`src/rtl/sr_pkg.sv`:
```
// Shared definitions for the shift-register and frame-receiver blocks.
// State codes, default register width and the receiver state type.
package sr_pkg;

    localparam logic [1:0] ST_IDLE   = 2'd0;
    localparam logic [1:0] ST_DATA   = 2'd1;
    localparam logic [1:0] ST_PARITY = 2'd2;
    localparam logic [1:0] ST_STOP   = 2'd3;

    localparam int SR_WIDTH_DEF = 4;

    typedef enum logic [1:0] {
        S_IDLE   = ST_IDLE,
        S_DATA   = ST_DATA,
        S_PARITY = ST_PARITY,
        S_STOP   = ST_STOP
    } rx_state_t;

endpackage

```
`src/rtl/sipo_frame_rx_if.sv`:
```
// Serial-in / parallel-out bundle of the frame receiver.
// The master drives the serial line and watches the word and strobes.
interface sipo_frame_rx_if #(
    parameter int WIDTH = 4
);

    logic             sin;
    logic [WIDTH-1:0] dout;
    logic             dvalid;
    logic             ferr;
    logic             perr;
    logic             busy;

    modport master (
        output sin,
        input  dout,
        input  dvalid,
        input  ferr,
        input  perr,
        input  busy
    );

    modport slave (
        input  sin,
        output dout,
        output dvalid,
        output ferr,
        output perr,
        output busy
    );

endinterface

```
`src/rtl/sipo_bit_counter.sv`:
```
// Data-bit counter of the frame receiver: clearable up-counter
// flagging the last data bit (cnt == WIDTH-1).
module sipo_bit_counter
    import sr_pkg::*;
#(
    parameter  int WIDTH = SR_WIDTH_DEF,
    localparam int CW    = $clog2(WIDTH)
) (
    input  logic i_clk,
    input  logic i_rst,
    input  logic i_clr,
    input  logic i_en,
    output logic o_tc
);

    logic [CW-1:0] r_cnt;

    // Count data bits; clear wins over enable.
    always_ff @(posedge i_clk or posedge i_rst) begin
        if (i_rst) begin
            r_cnt <= '0;
        end else if (i_clr) begin
            r_cnt <= '0;
        end else if (i_en) begin
            r_cnt <= r_cnt + 1'b1;
        end
    end

    assign o_tc = (r_cnt == CW'(WIDTH - 1));

endmodule

```
`src/rtl/sipo_frame_rx.sv`:
```
// Serial frame receiver: start, WIDTH data bits LSB first, [parity], stop.
// Optional even-parity check is built when PARITY_CHECK_EN is defined.
module sipo_frame_rx
    import sr_pkg::*;
#(
    parameter int   WIDTH     = SR_WIDTH_DEF,
    parameter logic START_LVL = 1'b1
) (
    input  logic             c,
    input  logic             r,
    sipo_frame_rx_if.slave   bus
);

    rx_state_t        r_state;
    rx_state_t        w_next;
    logic [WIDTH-1:0] r_shreg;
    logic [WIDTH-1:0] w_shreg;
    logic [WIDTH-1:0] r_dout;
    logic [WIDTH-1:0] w_dout;
    logic             r_dvalid;
    logic             w_dvalid;
    logic             r_ferr;
    logic             w_ferr;
    logic             w_clr;
    logic             w_en;
    logic             w_tc;
`ifdef PARITY_CHECK_EN
    logic             r_par;
    logic             w_par;
    logic             r_perr;
    logic             w_perr;
`endif

    sipo_bit_counter #(
        .WIDTH (WIDTH)
    ) u_cnt (
        .i_clk (c),
        .i_rst (r),
        .i_clr (w_clr),
        .i_en  (w_en),
        .o_tc  (w_tc)
    );

    // State register plus the datapath and registered strobes.
    always_ff @(posedge c or posedge r) begin
        if (r) begin
            r_state  <= S_IDLE;
            r_shreg  <= '0;
            r_dout   <= '0;
            r_dvalid <= 1'b0;
            r_ferr   <= 1'b0;
`ifdef PARITY_CHECK_EN
            r_par    <= 1'b0;
            r_perr   <= 1'b0;
`endif
        end else begin
            r_state  <= w_next;
            r_shreg  <= w_shreg;
            r_dout   <= w_dout;
            r_dvalid <= w_dvalid;
            r_ferr   <= w_ferr;
`ifdef PARITY_CHECK_EN
            r_par    <= w_par;
            r_perr   <= w_perr;
`endif
        end
    end

    // Next state, shift/capture data and strobe decisions.
    always_comb begin
        w_next   = r_state;
        w_shreg  = r_shreg;
        w_dout   = r_dout;
        w_dvalid = 1'b0;
        w_ferr   = 1'b0;
        w_clr    = 1'b0;
        w_en     = 1'b0;
`ifdef PARITY_CHECK_EN
        w_par    = r_par;
        w_perr   = 1'b0;
`endif
        unique case (r_state)
            S_IDLE: begin
                if (bus.sin == START_LVL) begin
                    w_next = S_DATA;
                    w_clr  = 1'b1;
                end
            end
            S_DATA: begin
                w_shreg = {bus.sin, r_shreg[WIDTH-1:1]};
                w_en    = 1'b1;
                if (w_tc) begin
`ifdef PARITY_CHECK_EN
                    w_next = S_PARITY;
`else
                    w_next = S_STOP;
`endif
                end
            end
`ifdef PARITY_CHECK_EN
            S_PARITY: begin
                w_par  = bus.sin;
                w_next = S_STOP;
            end
`endif
            S_STOP: begin
                w_next = S_IDLE;
                if (bus.sin == ~START_LVL) begin
                    w_dout   = r_shreg;
                    w_dvalid = 1'b1;
`ifdef PARITY_CHECK_EN
                    w_perr   = (^r_shreg) ^ r_par;
`endif
                end else begin
                    w_ferr = 1'b1;
                end
            end
            default: begin
                w_next = S_IDLE;
            end
        endcase
    end

    assign bus.dout   = r_dout;
    assign bus.dvalid = r_dvalid;
    assign bus.ferr   = r_ferr;
    assign bus.busy   = (r_state != S_IDLE);
`ifdef PARITY_CHECK_EN
    assign bus.perr   = r_perr;
`else
    assign bus.perr   = 1'b0;
`endif

endmodule
```
`src/flat_wrapper.sv`:
```
// flat-port wrapper written by rule: the top's interface ports become plain ports
module sipo_frame_rx_flat import sr_pkg::*;
#(
    parameter int   WIDTH     = SR_WIDTH_DEF,
    parameter logic START_LVL = 1'b1
)
  (c, r, bus_sin, bus_dout, bus_dvalid, bus_ferr, bus_perr, bus_busy);
  sipo_frame_rx_if #(.WIDTH(WIDTH)) bus_i ();
  input  logic c;
  input  logic r;
  input wire logic [$bits(bus_i.sin)-1:0] bus_sin;
  output wire logic [$bits(bus_i.dout)-1:0] bus_dout;
  output wire logic [$bits(bus_i.dvalid)-1:0] bus_dvalid;
  output wire logic [$bits(bus_i.ferr)-1:0] bus_ferr;
  output wire logic [$bits(bus_i.perr)-1:0] bus_perr;
  output wire logic [$bits(bus_i.busy)-1:0] bus_busy;
  assign bus_i.sin = bus_sin;
  assign bus_dout = bus_i.dout;
  assign bus_dvalid = bus_i.dvalid;
  assign bus_ferr = bus_i.ferr;
  assign bus_perr = bus_i.perr;
  assign bus_busy = bus_i.busy;
  sipo_frame_rx #(.WIDTH(WIDTH), .START_LVL(START_LVL)) u_core (.c(c), .r(r), .bus(bus_i));
endmodule
```
`config.mk`:
```
export PLATFORM = sky130hd
export DESIGN_NAME = sipo_frame_rx_flat
export DESIGN_NICKNAME = d
export VERILOG_FILES = /design/src/rtl/sr_pkg.sv /design/src/rtl/sipo_frame_rx_if.sv /design/src/rtl/sipo_bit_counter.sv /design/src/rtl/sipo_frame_rx.sv /design/src/flat_wrapper.sv
export SDC_FILE = /design/constraint.sdc
export NUM_CORES = 1
export LEC_CHECK = 0
export ABC_AREA = 0
export CAP_MARGIN = 20
export CELL_PAD_IN_SITES_DETAIL_PLACEMENT = 0
export CELL_PAD_IN_SITES_GLOBAL_PLACEMENT = 1
export CORE_AREA = 2 2 44 46
export CTS_CLUSTER_DIAMETER = 100
export DETAILED_ROUTE_END_ITERATION = 10
export DIE_AREA = 0 0 46 48
export PLACE_DENSITY_LB_ADDON = 0.1
export SETUP_SLACK_MARGIN = 0.02
export SLEW_MARGIN = 5
export SYNTH_ARGS = -nofsm -noshare
export SYNTH_HDL_FRONTEND = slang
export SYNTH_SLANG_ARGS = --single-unit
export TNS_END_PERCENT = 1
```
`constraint.sdc`:
```
create_clock -name c -period 1.1 [get_ports c]
set_input_delay 0.165 -clock c [delete_from_list [all_inputs] [get_ports c]]
set_output_delay 0.165 -clock c [all_outputs]
set_load 0.01 [all_outputs]
```
==> results by group, run 1 <==
Status
  – Status: finished, violations left
  – Failing checks: setup timing

GRT
  – Gr usage total: between 10% and 20%
  – Vias in the first global route: between 300 and 400
  – First-pass GRT wire length: 1697 um
  – Overflow after GRT: 0
  – Initial antenna violation count: 0
  – Maximum number of pins on one net before global-route repair: 15

Final layout
  – Most common cell after layout, fill and taps aside: dfrtp_1
  – Fillers: 166
  – Leading cell types in the layout, fill and taps excluded: 14 x dfrtp_1, 8 x mux2_4, 5 x inv_1, 4 x buf_6
  – Nets@finish: 61
  – Area delta synth->final: 34.88%
  – Finished Cell Area: between 700 and 800 um^2
  – Antenna cells: 0
  – Share of cells above drive strength 1: roughly half

Power and ir drop
  – Peak VDD IR: between 0.001 and 0.0015 V
  – Leakage Power: roughly 0.4 nW
  – PnR Total Power: around 2.3 mW
  – Flop pwr share: about two fifths
  – P_sw: 0.6959 mW
  – Pwr/cell area: ~3000 nW/um^2
  – Clk network pwr share: 15.6%
  – Internal: 1.607 mW
  – Combinational power share: around 45%
  – Switching fraction of total power: 30.22%

Route
  – Vias per Instance: 4.452
  – Iter 0 DRT Violations: 1
  – Final ANT Viol Nets: 0
  – Pre-antenna DRT Iters: 4
  – Vias post-DR: approximately 330
  – DR WL/cell: about 14 um
  – DRC errors left: 0
  – Total wire length: ~1000 um

Floorplanning
  – Io pins: 11
  – Core area: 1689 um^2
  – Die area: ~2200 um^2
  – Initial core utilization: between 30 and 40%
  – Core Rows: 15
  – Die W: about 46 um
  – Die height: ~48 um

Clocking
  – H-tree Lvls: 1
  – Clk root buf: clkbuf_4
  – Num CTS Buffers: 3
  – Clk buf depth: 2
  – Clock-pin slew on the worst setup and hold paths: around 80 ps
  – # hold bufs at CTS: 0
  – Clk_lat worst skew: roughly 270 ps
  – Clk sink count: 14
  – TritonCTS clock tree: yes

STA
  – Final Max Tran Viols: 0
  – Post-route minimum period: about 1200 ps
  – RSZ-0062 raised after global routing: true
  – Crit share post-route: 108.4%
  – Layout Skew: ~0.55 ps
  – Final Hold Fails: 0
  – Final setup fails: 9
  – Worst setup margin: -91.87 ps
  – Max frequency: 839.0 MHz

Placed design
  – DP Wirelength: around 750 um
  – Final GP Congestion: 0.6511
  – Placed cell area: 696.9 um^2
  – IO Port Bufs: 9

Setup path
  – Crit end category: output port
  – Largest fanout on the critical path: 2
  – Arrival time at the worst endpoint: 1030 ps
  – Critical Path RT: 940 ps
  – Critical path type: register to output port
  – Startpoint types: register

Yosys
  – Flops & latches, synth: 14
  – Netlist cell types: 16
  – Yosys top cell by area: dfrtp_1
  – Synth area leaders: dfrtp_1 62%, mux2_4 11%, mux2_2 7.9%
  – Register area share after synthesis: 61.81%
  – Syn_nets: 43
  – Mapped cell area: about 570 um^2
  – Synth Instances: 39
  – Synthesized area per cell: between 10 and 15 um^2
  – Share of the synthesized area in the top cell type: 61.81%
  – Ys Warns: 0

Min path
  – Worst hold path type: input pin to asynchronous set/reset pin

Job
  – Max-cap viol count: 0
-- through the flow --
stage          instances  utilization (%)  setup TNS, ps  hold WS [ps]  worst slack (ps)
2_1_floorplan         39                -              0         54.22             40.23
5_1_grt               73            45.26         -815.5         207.8            -135.1
3_3_place_gp          68            41.26          -2013         465.1            -239.1
4_1_cts               73            45.93         -479.3         182.5            -109.3
3_5_place_dp          68            41.26          -2251         487.4            -276.9
6_report              73            45.26         -414.6         185.3            -91.87
-- layer usage --
metal / global-route usage [%] / share of wire [%]
met1: 13.72 / 44
met2: 19.44 / 51
met3: 3.396 / 4.1
met4: 5.143 / 0
met5: 0 / 0
-- power groups by stage --
stage / clock (mW) / sequential, mW / combinational [mW]
after global placement: 0 / 0.886 / 0.906
after detailed placement: 0 / 0.905 / 0.946
after floorplan: 0 / 0.918 / 0.566
after global routing: 0.402 / 0.938 / 1.13
final: 0.359 / 0.906 / 1.04
after CTS: 0.376 / 0.908 / 1.03
-- worst paths after layout --
check / startpoint / slack, ps / cells past startpoint / to
setup reg to reg: u_core.r_state[0]$_DFFE_PP0P_ / -70 / 4 / u_core.bus.dout[0]$_DFFE_PP0P_
max in group asynchronous: r / 750 / 3 / u_core.r_state[1]$_DFFE_PP0P_
hold / removal: r / 190 / 3 / u_core.bus.dvalid$_DFF_PP0_
min in group c: u_core.u_cnt.r_cnt[0]$_DFFE_PP0P_ / 510 / 1 / u_core.u_cnt.r_cnt[0]$_DFFE_PP0P_
hold reg to reg: u_core.u_cnt.r_cnt[0]$_DFFE_PP0P_ / 510 / 1 / u_core.u_cnt.r_cnt[0]$_DFFE_PP0P_
setup / recovery: u_core.r_state[0]$_DFFE_PP0P_ / -90 / 2 / bus_busy
-- synth_stat cells --
library cell,count
buf_4,1
dfrtp_1,14
or2_2,1
o22ai_1,1
mux2_2,4
and3_2,1
nand3b_1,1
conb_1,1
nand2b_1,1
nor2_1,1
ha_1,1
inv_1,5
buf_6,1
mux2i_1,1
mux2_4,4
o21ba_2,1
-- critical path, stage by stage (launching register included) --
cell     delay, ps
dfrtp_1        410
or2_4          230
buf_6          120
-- kinds of logic (layout without fill, tap and decap cells) --
logic type | count (synthesis) | count (layout) | share of synthesized area, %
adders and majority gates | 1 | 1 | 2.207
DFF | 14 | 14 | 61.81
buffers and inverters | 7 | 24 | 6.623
AOI/OAI and AO/OA | 2 | 2 | 2.871
and+or+nand+nor | 5 | 5 | 5.521
muxes | 9 | 9 | 20.31
other | 1 | 1 | 0.6616
-- registers in the layout, summed over array words and instances, names as in the netlist --
name and cells:
u_core.r_shreg 4, u_core.r_state 2, u_core.bus.dvalid 1, u_core.bus.dout 4, u_core.u_cnt.r_cnt 2, u_core.bus.ferr 1
-- cell type report --
type	instances	area [um^2]	share of cell area (%)
clock buffers	4	36.28	4.746
inverters	5	18.77	2.455
multi-input cells	18	210.2	27.50
flip-flops and latches	14	350.3	45.83
well taps	17	21.27	2.782
repair buffers	15	127.6	16.69
-- what timing repair did --
action                     CTS  global route
gates resized for setup     27             6
gates cloned                 0             0
pin swaps                    1             0
setup endpoints to repair   18            15
setup buffers                1             0
(Power assumes the default switching activity.)
==> inputs of run 2 (changes only) <==
--- a/config.mk
+++ b/config.mk
@@ -6,7 +6,6 @@
 export NUM_CORES = 1
 export LEC_CHECK = 0
 export ABC_AREA = 0
-export CAP_MARGIN = 20
 export CELL_PAD_IN_SITES_DETAIL_PLACEMENT = 0
 export CELL_PAD_IN_SITES_GLOBAL_PLACEMENT = 1
 export CORE_AREA = 2 2 44 46
==> results of run 2 <==
Final layout, timing and power as in run 1 (identical DEF).
